<file path="config.mk">
export PLATFORM = sky130hd
export DESIGN_NAME = alu_pipe
export DESIGN_NICKNAME = d
export VERILOG_FILES = /design/src/rtl/alu_pipe.sv
export SDC_FILE = /design/constraint.sdc
export NUM_CORES = 1
export LEC_CHECK = 0
export CORE_MARGIN = 2
export CORE_UTILIZATION = 45
export DETAILED_ROUTE_END_ITERATION = 10
export GPL_TIMING_DRIVEN = 0
export PLACE_DENSITY = 0.68
export SYNTH_ARGS = -nofsm -noshare
export SYNTH_HDL_FRONTEND = slang
export SYNTH_SLANG_ARGS = --single-unit
</file>
<file path="constraint.sdc">
create_clock -name clk -period 8.7 [get_ports clk]
set_input_delay 1.74 -clock clk [delete_from_list [all_inputs] [get_ports clk]]
set_output_delay 1.74 -clock clk [all_outputs]
set_load 0.1 [all_outputs]
</file>
<file path="src/rtl/alu_pipe.sv">
// alu_pipe -- single-issue pipelined ALU with valid/ready handshakes on both sides.
//
// An operation is captured when in_valid && in_ready. Most opcodes produce their
// result one cycle later. MUL is an iterative shift-add multiplier that retires one
// multiplier bit per cycle, so its result appears WIDTH+1 cycles after acceptance.
// A result stays on the outputs until the consumer takes it with out_ready. While a
// result is being taken, a new request can be accepted in the same cycle.
//
// Build option:
//   ALU_PIPE_MUL_EN  defined   -> opcode 14 is MUL (shift-add, WIDTH cycles in BUSY)
//                    undefined -> no multiplier is built; opcode 14 is illegal
//
// Parameters:
//   WIDTH      datapath width; must be even and >= 8
//
// Ports:
//   clk        clock; all state changes on its rising edge
//   reset      synchronous active-high reset
//   in_valid   request present
//   in_ready   block can accept a request this cycle (depends only on state, out_ready)
//   opsel      operation select (0 ADD, 1 SUB, 2 AND, 3 OR, 4 XOR, 5 NAND, 6 NOR,
//              7 XNOR, 8 MVHI, 9 SLL, 10 SRL, 11 SRA, 12 SLT, 13 SLTU, 14 MUL, 15 illegal)
//   a, b       operands
//   out_valid  result/zero/carry/err hold a valid result
//   out_ready  consumer accepts the result
//   result     result value
//   zero       result == 0
//   carry      ADD carry-out, SUB borrow (a < b unsigned), else 0
//   err        illegal opcode
module alu_pipe #(
    parameter int unsigned WIDTH = 32
) (
    input  logic             clk,
    input  logic             reset,
    input  logic             in_valid,
    output logic             in_ready,
    input  logic [3:0]       opsel,
    input  logic [WIDTH-1:0] a,
    input  logic [WIDTH-1:0] b,
    output logic             out_valid,
    input  logic             out_ready,
    output logic [WIDTH-1:0] result,
    output logic             zero,
    output logic             carry,
    output logic             err
);

    localparam int unsigned SHW  = $clog2(WIDTH);
    localparam int unsigned HALF = WIDTH / 2;

    typedef enum logic [1:0] {
        IDLE,
        BUSY,
        DONE
    } state_t;

    typedef enum logic [3:0] {
        OP_ADD  = 4'd0,
        OP_SUB  = 4'd1,
        OP_AND  = 4'd2,
        OP_OR   = 4'd3,
        OP_XOR  = 4'd4,
        OP_NAND = 4'd5,
        OP_NOR  = 4'd6,
        OP_XNOR = 4'd7,
        OP_MVHI = 4'd8,
        OP_SLL  = 4'd9,
        OP_SRL  = 4'd10,
        OP_SRA  = 4'd11,
        OP_SLT  = 4'd12,
        OP_SLTU = 4'd13,
        OP_MUL  = 4'd14,
        OP_ILL  = 4'd15
    } op_t;

    state_t           state;
    state_t           state_nxt;
    logic             accept;
    logic             is_mul;
    logic             load_alu;
    logic             start_mul;
    logic             mul_last;

    logic [WIDTH-1:0] alu_res;
    logic             alu_carry;
    logic             alu_err;
    logic [WIDTH:0]   sum_ext;
    logic [SHW-1:0]   shamt;

    // ------------------------------------------------------------------
    // Single-cycle ALU, evaluated on the live operands at acceptance.
    // ------------------------------------------------------------------
    always_comb begin
        alu_res   = '0;
        alu_carry = 1'b0;
        alu_err   = 1'b0;
        sum_ext   = {1'b0, a} + {1'b0, b};
        shamt     = b[SHW-1:0];
        case (opsel)
            OP_ADD: begin
                alu_res   = sum_ext[WIDTH-1:0];
                alu_carry = sum_ext[WIDTH];
            end
            OP_SUB: begin
                alu_res   = a - b;
                alu_carry = (a < b);
            end
            OP_AND:  alu_res = a & b;
            OP_OR:   alu_res = a | b;
            OP_XOR:  alu_res = a ^ b;
            OP_NAND: alu_res = ~(a & b);
            OP_NOR:  alu_res = ~(a | b);
            OP_XNOR: alu_res = ~(a ^ b);
            OP_MVHI: alu_res = {b[HALF-1:0], {HALF{1'b0}}};
            OP_SLL:  alu_res = a << shamt;
            OP_SRL:  alu_res = a >> shamt;
            OP_SRA:  alu_res = $signed(a) >>> shamt;
            OP_SLT:  alu_res = {{(WIDTH-1){1'b0}}, ($signed(a) < $signed(b))};
            OP_SLTU: alu_res = {{(WIDTH-1){1'b0}}, (a < b)};
            // OP_MUL only reaches this path when the multiplier is not built,
            // in which case it is reported exactly like OP_ILL.
            default: alu_err = 1'b1;
        endcase
    end

`ifdef ALU_PIPE_MUL_EN
    assign is_mul = (opsel == OP_MUL);
`else
    assign is_mul = 1'b0;
`endif

    // ------------------------------------------------------------------
    // Control FSM: state register + next-state/handshake logic.
    // ------------------------------------------------------------------
    always_ff @(posedge clk) begin
        if (reset) begin
            state <= IDLE;
        end else begin
            state <= state_nxt;
        end
    end

    always_comb begin
        in_ready  = 1'b0;
        out_valid = 1'b0;
        state_nxt = state;
        load_alu  = 1'b0;
        start_mul = 1'b0;

        case (state)
            IDLE: in_ready = 1'b1;
            DONE: begin
                out_valid = 1'b1;
                in_ready  = out_ready;
            end
            default: ;
        endcase

        accept = in_valid && in_ready;

        if (accept) begin
            if (is_mul) begin
                state_nxt = BUSY;
                start_mul = 1'b1;
            end else begin
                state_nxt = DONE;
                load_alu  = 1'b1;
            end
        end else if (state == DONE && out_ready) begin
            state_nxt = IDLE;
        end else if (state == BUSY) begin
`ifdef ALU_PIPE_MUL_EN
            if (mul_last) begin
                state_nxt = DONE;
            end
`else
            state_nxt = IDLE;
`endif
        end
    end

    // ------------------------------------------------------------------
    // Iterative multiplier: multiplicand shifts left, multiplier shifts
    // right, one partial product folded into the accumulator per cycle.
    // The final cycle's sum is written straight into the result register.
    // ------------------------------------------------------------------
`ifdef ALU_PIPE_MUL_EN
    logic [WIDTH-1:0] mcand;
    logic [WIDTH-1:0] mplier;
    logic [WIDTH-1:0] acc;
    logic [WIDTH-1:0] mul_sum;
    logic [SHW-1:0]   cnt;

    assign mul_sum  = acc + (mplier[0] ? mcand : '0);
    assign mul_last = (state == BUSY) && (cnt == SHW'(WIDTH - 1));

    always_ff @(posedge clk) begin
        if (reset) begin
            mcand  <= '0;
            mplier <= '0;
            acc    <= '0;
            cnt    <= '0;
        end else if (start_mul) begin
            mcand  <= a;
            mplier <= b;
            acc    <= '0;
            cnt    <= '0;
        end else if (state == BUSY) begin
            acc    <= mul_sum;
            mcand  <= mcand << 1;
            mplier <= mplier >> 1;
            cnt    <= cnt + SHW'(1);
        end
    end
`else
    assign mul_last = 1'b0;
`endif

    // ------------------------------------------------------------------
    // Output registers: loaded only when a result is produced, so they
    // hold steady through DONE until the consumer takes them.
    // ------------------------------------------------------------------
    always_ff @(posedge clk) begin
        if (reset) begin
            result <= '0;
            zero   <= 1'b0;
            carry  <= 1'b0;
            err    <= 1'b0;
        end else if (load_alu) begin
            result <= alu_res;
            zero   <= (alu_res == '0);
            carry  <= alu_carry;
            err    <= alu_err;
        end
`ifdef ALU_PIPE_MUL_EN
        else if (mul_last) begin
            result <= mul_sum;
            zero   <= (mul_sum == '0);
            carry  <= 1'b0;
            err    <= 1'b0;
        end
`endif
    end

endmodule

</file>
### After elaboration in Yosys (flattened, before gate mapping)

Cells that the tools add are included.

* register bits after elaboration: 36
* input port bits: 72
* output and inout port bits: 37

* bitwise gates (word level): 6
* shift operators: 3
* $add $sub $neg: 2
* mux-type cells: 8
* reductions and logical operators: 7
* equal/unequal tests: 13
* order comparisons: 2

Operators by type and width (count)
* $pmux 32 s14: 1
* $not 32->32: 3
* $lt 32x32->1: 2
* $add 32x32->33: 1
* $and 32x32->32: 1
* $logic_not 32->1: 1
* $or 32x32->32: 1
* $shl 32x5->32: 1
* $shr 32x5->32: 1
* $sshr 32x5->32: 1
* $sub 32x32->32: 1
* $xor 32x32->32: 1
* $eq 4x4->1 const B: 6
* $eq 4x3->1 const B: 4
* $reduce_or 14->1: 1
* $eq 4x2->1 const B: 2
* $eq 4x1->1 const B: 1
* $logic_not 4->1: 1
* $mux 2: 2
* $pmux 1 s2: 2
* $mux 1: 3
* $reduce_bool 3->1: 1
* $logic_and 1x1->1: 2
* $logic_not 2->1: 1

### Logic depth before layout (Yosys ltp)

* word-level depth: 4
* gate-level depth with buffers: 18

### Worst setup path after synthesis

Ideal clock, no wire load.

* path type: in2reg
* start point: input port b[2]
* end point: register zero
* cell stages on the path: 18
* setup slack: 3.157 ns
* required time: 8.616 ns
* data arrival time: 5.459 ns
* path through: buf_4 > inv_2 > clkbuf_1 > buf_2 > buf_2 > ha_1 > clkbuf_1 > nand2b_1 > o311ai_1 > a211oi_1 > o21ai_1 > mux2i_1 > a2111oi_1 > nand4_1 > a2111o_1 > nor4_2 > nand4_1 > o31ai_2

* word-level cells in the longest chain between the ends: 4
* elaborated cells between the ends (all ways): 15

RTL lines
* start: declaration: line 39 `input logic [WIDTH-1:0] b,`
* parallel branches: the longest is 2 deep, another holds $sub 32x32->32
* $pmux 32 s14 *: line 99 `case (opsel)`
* $logic_not 32->1 *: line 231 `zero <= (alu_res == '0);`
* end signal: assignment: line 231
* end: declaration: line 43 `output logic zero,`

Mark *: on every way between the ends.
A chain may end at the register's enable or synchronous reset.

### Worst setup path in the final report

* start point: input port b[1]
* end point: register zero

Same word-level chain as after synthesis.

==> results.md <==
* Ranking of synthesized cells by instance count: sky130_fd_sc_hd__nor2_1 (181), sky130_fd_sc_hd__nand2_1 (169), sky130_fd_sc_hd__a21oi_1 (135)
* Placed cell count at 2235
* Power, Total at 1.51 mW
* Total global-route track usage at 52.7%
* Share of total power consumed by net switching at 55.4%
* Slew at the pin closest to its max-slew limit at 1.26 ns
* Internal Pwr Total at 0.673 mW
* Final ANT Viol Nets at 0
* Top-count cell post-synth: sky130_fd_sc_hd__nor2_1
* Final clock period utilization by the worst path at 98.2%
* Number of CTS-inserted buffers at 5
* TritonCTS clock tree: done
* Warnings, synthesis at 0
* Clock latency on the worst-skew pair at 0.28 ns
* DR pass1 iterations at 6
* Post_cts resized at 0
* Width of the chip at 171 µm
* Post-Syn Instances at 1751
* Area growth, synth to finish at 13.8%
* Clock network power share at 14.5%
* Relative slew slack at 15.4%
* Core box area at 27600 µm²
* DR iter-0 viols at 3049
* Quantity of hold-fixing buffers added after cts at 0
* Final GP Congestion at 1.10
* Number of max-capacitance violations reported at 0
* Average cell area after synthesis at 7.15 µm²
* Total congestion overflow after global routing at 0
* Worst path slowest cell: sky130_fd_sc_hd__a2111oi_1
* Post-CTS Setup Bufs at 0
* Wire length per cell after detailed routing at 34.8 µm
* Clock transition at the registers of the reported paths at 0.05 ns
* Pwr Density at 106 nW/µm²
* Crit-path cells: clkdlybuf4s50_1 > inv_1 > buf_6 > buf_2 > clkbuf_1 > buf_2 > ha_1 > nor2_1 > o311ai_1 > a211oi_1 > o21ai_1 > mux2i_1 > a2111oi_1 > nand4_1 > a2111o_1 > nor4_2 > nand4_1 > o31ai_2
* Drt drc at 0
* Area share of the leading cell type in the synthesized netlist at 9.80%
* Netlist Area Pre-Place at 12500 µm²
* Area contributors post-synth: sky130_fd_sc_hd__ha_1 (9.8%), sky130_fd_sc_hd__mux4_2 (8.8%), sky130_fd_sc_hd__dfxtp_1 (5.8%)
* Min Hold Slack at 0.456 ns
* Sequential share of the synthesized area at 5.76%
* RSZ-0062 raised after global routing: false
* Class of the worst hold path: flop to flop
* Final core utilization at 51.7%
* Synth Register Bits at 36
* Final number of max-transition violations at 0
* Quantity of I/O buffers inserted on ports at 105
* Via Count at 16900
* Final routed wirelength across all metal layers at 78200 µm
* Dominant delay contributor by cell family on the critical path: compound AO/OA/AOI/OAI gates
* Hold violation count in the final report at 0
* Buffer cell driving the clock tree root: sky130_fd_sc_hd__clkbuf_16
* Clock sink count at 36
* Antenna violations before repair at 4
* Post-synth net total at 1923
* P_leak at 5.62 nW
* Path type of the worst setup path: primary input to flop
* FMAX at 117 MHz
* Wire length of the first global-routing pass at 111000 µm
* Critical Path Source Type: primary input
* Fraction of registers with async set/reset at 0%
* Status: complete, no violations
* Half-perimeter wire length of the detailed placement result at 63000 µm
* Final setup violation count at 0
* Crit path largest cell delay at 0.91 ns
* Average vias per placed instance at 7.51
* Post-layout instance count excluding filler cells at 2246
* IR drop worst, VDD at 0.0740 mV
* Share of power burned in registers at 12.5%
* CP max FO at 12
* Max Buffers Root-to-Sink at 2
* Placement Rows at 61
* Fraction of final layout cells sized beyond drive strength 1 at 10.2%
* Worst EP arrival at 8.75 ns
* Data required time of the worst path at 8.90 ns
* Via count of the first global-routing pass at 15800
* Part of the total power dissipated in combinational logic at 73.0%
* Aggregate negative setup slack at 0 ns
* Die Span Y at 171 µm
* Initial Utilization at 45.4%
* Skew final at 0.00323 ns
* Switching pwr at 0.834 mW
* Top FF cell, synth: sky130_fd_sc_hd__dfxtp_1
* Worst setup EP type: flop
* Maximum number of pins on one net before global-route repair at 13
* Number of nets in the layout at 2036
* Total number of H-tree levels at 2
* Min Clock Period, post-route at 8.55 ns
* Post-synthesis cell type count at 101
* DIE AREA at 29200 µm²
* Critical path buffer and inverter count at 6
* Top cell type by total area after synthesis: sky130_fd_sc_hd__ha_1
* Number of top-level design ports at 109
* Count of flip-flops with a built-in enable after synthesis at 0
## worst register-to-register path, cell delays in order, from the launching register on
cell and delay (ns):
sky130_fd_sc_hd__dfxtp_1 0.31, sky130_fd_sc_hd__nand2b_1 0.12, sky130_fd_sc_hd__and2_1 0.15, sky130_fd_sc_hd__clkbuf_1 0.47, sky130_fd_sc_hd__o211ai_1 0.18, sky130_fd_sc_hd__a2111oi_1 0.88
sky130_fd_sc_hd__nand4_1 0.18, sky130_fd_sc_hd__a2111o_1 0.40, sky130_fd_sc_hd__nor4_2 0.34, sky130_fd_sc_hd__nand4_1 0.18, sky130_fd_sc_hd__o31ai_2 0.23
## per-layer routing
layer	global-route usage (%)	routed length (µm)	share of wire, %	up-vias
li1	-	-	-	6831
met1	60.7	26000	33	7844
met2	79.5	32300	41	1662
met3	15.2	11000	14	525
met4	46.9	8940	11	2
met5	0	9	0.012	-
## power groups by stage
stage | sequential, mW | combinational, mW | clock, mW
2_1_floorplan | 0.295 | 0.561 | 0
3_3_place_gp | 0.190 | 1.03 | 0
3_5_place_dp | 0.191 | 1.03 | 0
4_1_cts | 0.188 | 1.04 | 0.217
5_1_grt | 0.189 | 1.13 | 0.222
6_report | 0.188 | 1.10 | 0.219
## per-stage QoR
stage / area, µm² / setup slack (ns)
floorplan: 12500 / 3.16
global placement: 14000 / 0.245
detailed placement: 14100 / 0.308
CTS: 14200 / 0.586
global route: 14200 / 0.221
finish: 14200 / 0.153
## placed cells by master, fill, tap and decap left out, drive strengths merged, types with 49 or more instances in the layout
cell / count
a21oi: 135
o21ai: 106
buf: 73
clkbuf: 91
clkdlybuf4s50: 105
ha: 98
nor2: 181
inv: 98
mux4: 49
nand2: 169
a211oi: 57
mux2i: 71
## logic make-up (layout without fill, tap and decap cells)
family,Yosys count,after routing,synth area share [%]
buffers and inverters,258,372,9.44
DFF,36,36,5.76
and+or+nand+nor,566,566,21.1
other,0,3,0
xor gates and xnor gates,15,15,1.05
adders and majority gates,100,100,10.1
AOI/OAI and AO/OA,611,611,33.8
muxes,165,165,18.8
## path summary, 6_finish.rpt
kind,start,to,slack [ns],cells after the start
worst min register to register,result[21],result[21],0.46,2
worst max register to register,state[1],zero,5.17,10
worst max-delay path,b[1],zero,0.15,18
worst min-delay path,result[21],result[21],0.46,2
## final cells by class
class                           instances  area, µm²
Sequential cell                        36        721
Timing Repair Buffer                  106       1060
Antenna cell                            3       7.51
Clock inverter                          1       30.0
Multi-Input combinational cell       1457      10600
Fill cell                            2784      13300
Clock buffer                            7        153
Buffer                                158        806
Inverter                              100        375
Tap cell                              378        473
## registers in the layout (all words and copies together), names as in the netlist
signal / cells
carry: 1
err: 1
result: 32
state: 1
zero: 1
No activity file was read; power rests on OpenSTA's default activity.
